`src/rtl/rf_write_arbiter.sv`:
```
// rf_write_arbiter: owns the register file write port, clears it after reset or on request,
// then shares it round-robin between requesters A and B.
module rf_write_arbiter #(
    parameter int         PW       = 3,
    parameter logic [7:0] INIT_VAL = 8'h00
) (
    input  logic          clk,
    input  logic          rst_n,
    input  logic          init_req,
    input  logic          a_valid,
    output logic          a_ready,
    input  logic          a_mov,
    input  logic [PW:0]   a_addr,
    input  logic [7:0]    a_data,
    input  logic          b_valid,
    output logic          b_ready,
    input  logic          b_mov,
    input  logic [PW:0]   b_addr,
    input  logic [7:0]    b_data,
    output logic          rf_wr_en,
    output logic          rf_mov,
    output logic [PW:0]   rf_addr,
    output logic [7:0]    rf_dat,
    output logic          init_done,
    output logic          err_oob,
    output logic          last_grant
);
    typedef enum logic {INIT, RUN} state_t;

    state_t        state, state_n;
    logic [PW-1:0] cnt, cnt_n;
    logic          ptr, ptr_n;
    logic          wr_n, mov_n, done_n, oob_n, lg_n;
    logic [PW:0]   addr_n;
    logic [7:0]    dat_n;
    logic          run_ok, acc, g_mov;
    logic [PW:0]   g_addr;
    logic [7:0]    g_data;

    // ptr = 0 favours A, 1 favours B when both are valid
    assign run_ok  = (state == RUN) && !init_req;
    assign a_ready = run_ok && a_valid && (!b_valid || !ptr);
    assign b_ready = run_ok && b_valid && (!a_valid || ptr);
    assign acc     = a_ready || b_ready;
    assign g_mov   = b_ready ? b_mov  : a_mov;
    assign g_addr  = b_ready ? b_addr : a_addr;
    assign g_data  = b_ready ? b_data : a_data;

    always_comb begin
        state_n = state;
        cnt_n   = cnt;
        ptr_n   = ptr;
        wr_n    = 1'b0;
        mov_n   = rf_mov;
        addr_n  = rf_addr;
        dat_n   = rf_dat;
        done_n  = init_done;
        oob_n   = 1'b0;
        lg_n    = last_grant;
        if (state == INIT) begin
            wr_n   = 1'b1;
            mov_n  = 1'b1;
            addr_n = {1'b0, cnt};
            dat_n  = INIT_VAL;
            if (cnt == '1) begin
                state_n = RUN;
                done_n  = 1'b1;
                cnt_n   = '0;
            end else begin
                cnt_n = cnt + 1'b1;
            end
        end else if (init_req) begin
            state_n = INIT;
            cnt_n   = '0;
            done_n  = 1'b0;
        end else if (acc) begin
            // out-of-range targets complete the handshake but never reach the file
            mov_n  = g_mov;
            addr_n = g_addr;
            dat_n  = g_data;
            wr_n   = !g_addr[PW];
            oob_n  = g_addr[PW];
            ptr_n  = !b_ready;
            lg_n   = b_ready;
        end
    end

    always_ff @(posedge clk or negedge rst_n) begin
        if (!rst_n) begin
            state      <= INIT;
            cnt        <= '0;
            ptr        <= 1'b0;
            rf_wr_en   <= 1'b0;
            rf_mov     <= 1'b0;
            rf_addr    <= '0;
            rf_dat     <= '0;
            init_done  <= 1'b0;
            err_oob    <= 1'b0;
            last_grant <= 1'b0;
        end else begin
            state      <= state_n;
            cnt        <= cnt_n;
            ptr        <= ptr_n;
            rf_wr_en   <= wr_n;
            rf_mov     <= mov_n;
            rf_addr    <= addr_n;
            rf_dat     <= dat_n;
            init_done  <= done_n;
            err_oob    <= oob_n;
            last_grant <= lg_n;
        end
    end
endmodule

```
`config.mk`:
```
export PLATFORM = sky130hd
export DESIGN_NAME = rf_write_arbiter
export DESIGN_NICKNAME = d
export VERILOG_FILES = /design/src/rtl/rf_write_arbiter.sv
export SDC_FILE = /design/constraint.sdc
export NUM_CORES = 1
export LEC_CHECK = 0
export ABC_AREA = 1
export BUFFER_PORTS_ARGS = -buffer_cell sky130_fd_sc_hd__buf_2
export CAP_MARGIN = 20
export CORE_UTILIZATION = 27
export DETAILED_ROUTE_END_ITERATION = 12
export PLACE_DENSITY = 0.61
export SYNTH_ARGS = -nofsm -noshare
export SYNTH_HDL_FRONTEND = slang
export SYNTH_SLANG_ARGS = --single-unit
```
`constraint.sdc`:
```
create_clock -name clk -period 2.57 [get_ports clk]
set_input_delay 0.514 -clock clk [delete_from_list [all_inputs] [get_ports clk]]
set_output_delay 0.514 -clock clk [all_outputs]
set_load 0.01 [all_outputs]
```
==> results.cfg <==
[route]
vias = 1036
ant_nets = 0
wirelength_um = 2650
via_per_inst = 4.26
drtPass1Iterations = 4
drc = 0
drt-initial-drc-count = 35
wl_per_cell_um = 10.9

[sta]
fmax_mhz = 485
relSlewSlack_pct = 63.4
finClkSkew_ps = 4.73
worst_pin_slew_ps = 548
setup_viol = 0
hold_viol = 0
post-route-min-period_ps = 2060
timing.setup.tns_ps = 0
period_share_pct = 80.3
slew_violations = 0
grt_setup_unrepaired = false

[critical_path]
reg2regPathDepth = 6
critPathSlowestCell = dfrtp_1
worst-path-buf-inv = 3
crit_required_ps = 2060
rrSetupSlack_ps = 1070
r2r_end = rf_mov$_DFFE_PN0P_
crit_type = flip-flop to output port
end_kind = output port
crit_family = buffers and inverters
cp.depth = 5
crit_arrival_ps = 1550
worstReg2RegStart = state$_DFF_PN0_
crit_path_max_fanout = 24
start_kind = flip-flop
crit_path_max_incr_delay_ps = 430
crit_chain = inv_2 > nor2_8 > nand3_4 > inv_1 > buf_2

[global_route]
grt_max_degree = 25
grt.overflow.total = 0
grt.total_usage_pct = 12.7
grt_pass1_wl_um = 4230
first_global_vias = 958
antenna_found_initial = 0

[synthesis]
synth_top_family_by_area = simple AND/OR/NAND/NOR gates
ys_types = 23
synth-xor-area-share_pct = 0
netlist_instances = 144
synth-simple-area-share_pct = 28.5
ys_top_cells_by_area = dfrtp_1, nand2_1, inv_1, nor2_1, nand3_1
yosysTopAreaCell = dfrtp_1
avgSynthCellArea_um2 = 7.99
synth-edff-count = 0
synthesis.nets = 177
ys_ff_latch = 22
netlist_area_um2 = 1150
yosys_warnings = 0
synthMuxAreaShare_pct = 0
ys.flop_type = dfrtp_1
synth_compound_area_share_pct = 10.8
synth_seq_area_share_pct = 47.9
yosys.area.top_type_share_pct = 47.9
synth-adder-area-share_pct = 2.18
postSynth.asyncResetShare_pct = 100

[clocking]
cts.sinks = 22
tritoncts = done
cts_root_buf = clkbuf_8
cts_buffers = 3
postCtsHoldBufs = 0
cts_setup_buffers = 0
clkLatencyLatePin_ps = 260
cts_resized = 0
cts_buffer_depth = 2
h-tree-depth = 1
clk_pin_slew_ps = 80

[floorplanning]
num_io_pins = 50
die_y_um = 67.3
initial_core_util_pct = 28.3
row_count = 23
fp.dieW_um = 67.3
die_area_um2 = 4520
core_area_um2 = 4060

[power]
pwr_density_cell_nw_per_um2 = 900
peakVddDrop_mv = 0.426
p_leak_nw = 0.892
power.total_mw = 1.35

[layout]
fin_area_um2 = 1500
syn_to_final_growth_pct = 30.5
nets = 227
multiInputGateArea_um2 = 477
fin_util_pct = 37.0
diodes = 0
regArea_um2 = 551
fillCellCount = 408
final_layout_size_suffix_gt1_share_pct = 31.6

[placed_design]
io_buffers = 49
place.gp.congestion = 0.738
placed_cell_area_um2 = 1430
dp.final_hpwl_um = 1940

[flow_run]
cap_violations = 0

[hold_path]
holdCritPathClass = input pin to asynchronous set/reset pin

[run_status]
status = complete, no violations
sequential cells by signal, indices dropped and copies added (netlist names):
register,cells
err_oob,1
cnt,3
rf_mov,1
rf_dat,8
rf_addr,4
state,1
init_done,1
rf_wr_en,1
last_grant,1
ptr,1
Yosys cell counts, types with 2 or more instances:
cell type,number
a21oi_1,2
a22o_1,2
buf_2,2
dfrtp_1,22
ha_1,2
inv_1,24
nand2_1,49
nand3_1,6
nand4_1,4
nor2_1,10
o21ai_0,3
o21ai_1,5
o21ai_2,3
metal layers:
metal | GRT usage [%] | wire (um)
met4 | 2.39 | 19
met3 | 3.89 | 193
met1 | 16.0 | 1290
met5 | 0 | 0
met2 | 21.4 | 1150
area by class of cell:
class                           count  area share, %
Clock buffer                        3           2.75
Clock inverter                      1           2.00
Inverter                           25           6.26
Multi-Input combinational cell     93           31.8
Sequential cell                    22           36.7
Tap cell                           50           4.17
Timing Repair Buffer               49           16.3
how the worst max path moves through the flow:
stage               slack (ps)            start  endpoint
floorplan                 1170          a_valid   b_ready
global placement           720         init_req   b_ready
detailed placement         700         init_req   b_ready
CTS                        500  state$_DFF_PN0_   b_ready
global route               360  state$_DFF_PN0_   b_ready
finish                     510  state$_DFF_PN0_   b_ready
where the power goes:
part           switching [mW]  internal (mW)
sequential             0.0671          0.460
clock                   0.113          0.208
combinational           0.303          0.199
kinds of logic after synthesis:
group	Yosys count
simple gates	73
buf+inv	29
flops	22
compound gates	18
fa+ha+maj	2
stage by stage:
| stage | hold slack [ps] | cells | setup WS [ps] |
|---|---|---|---|
| finish | 204 | 243 | 507 |
| global placement | 462 | 239 | 720 |
| floorplan | 218 | 144 | 1170 |
| CTS | 217 | 243 | 496 |
| detailed placement | 461 | 239 | 697 |
| global route | 240 | 243 | 358 |
layout by cell type (no fill, tap or decap), drive strengths merged:
cell type and n:
nand2 49, clkbuf 3, nand4 4, nand3 7, nand3b 1, o211ai 1
o22ai 1, buf 49, dfrtp 22, nor2 12, a22o 2, bufinv 1
ha 2, inv 25, o21ai 11, a21oi 3
No activity file was read; power rests on OpenSTA's default activity.
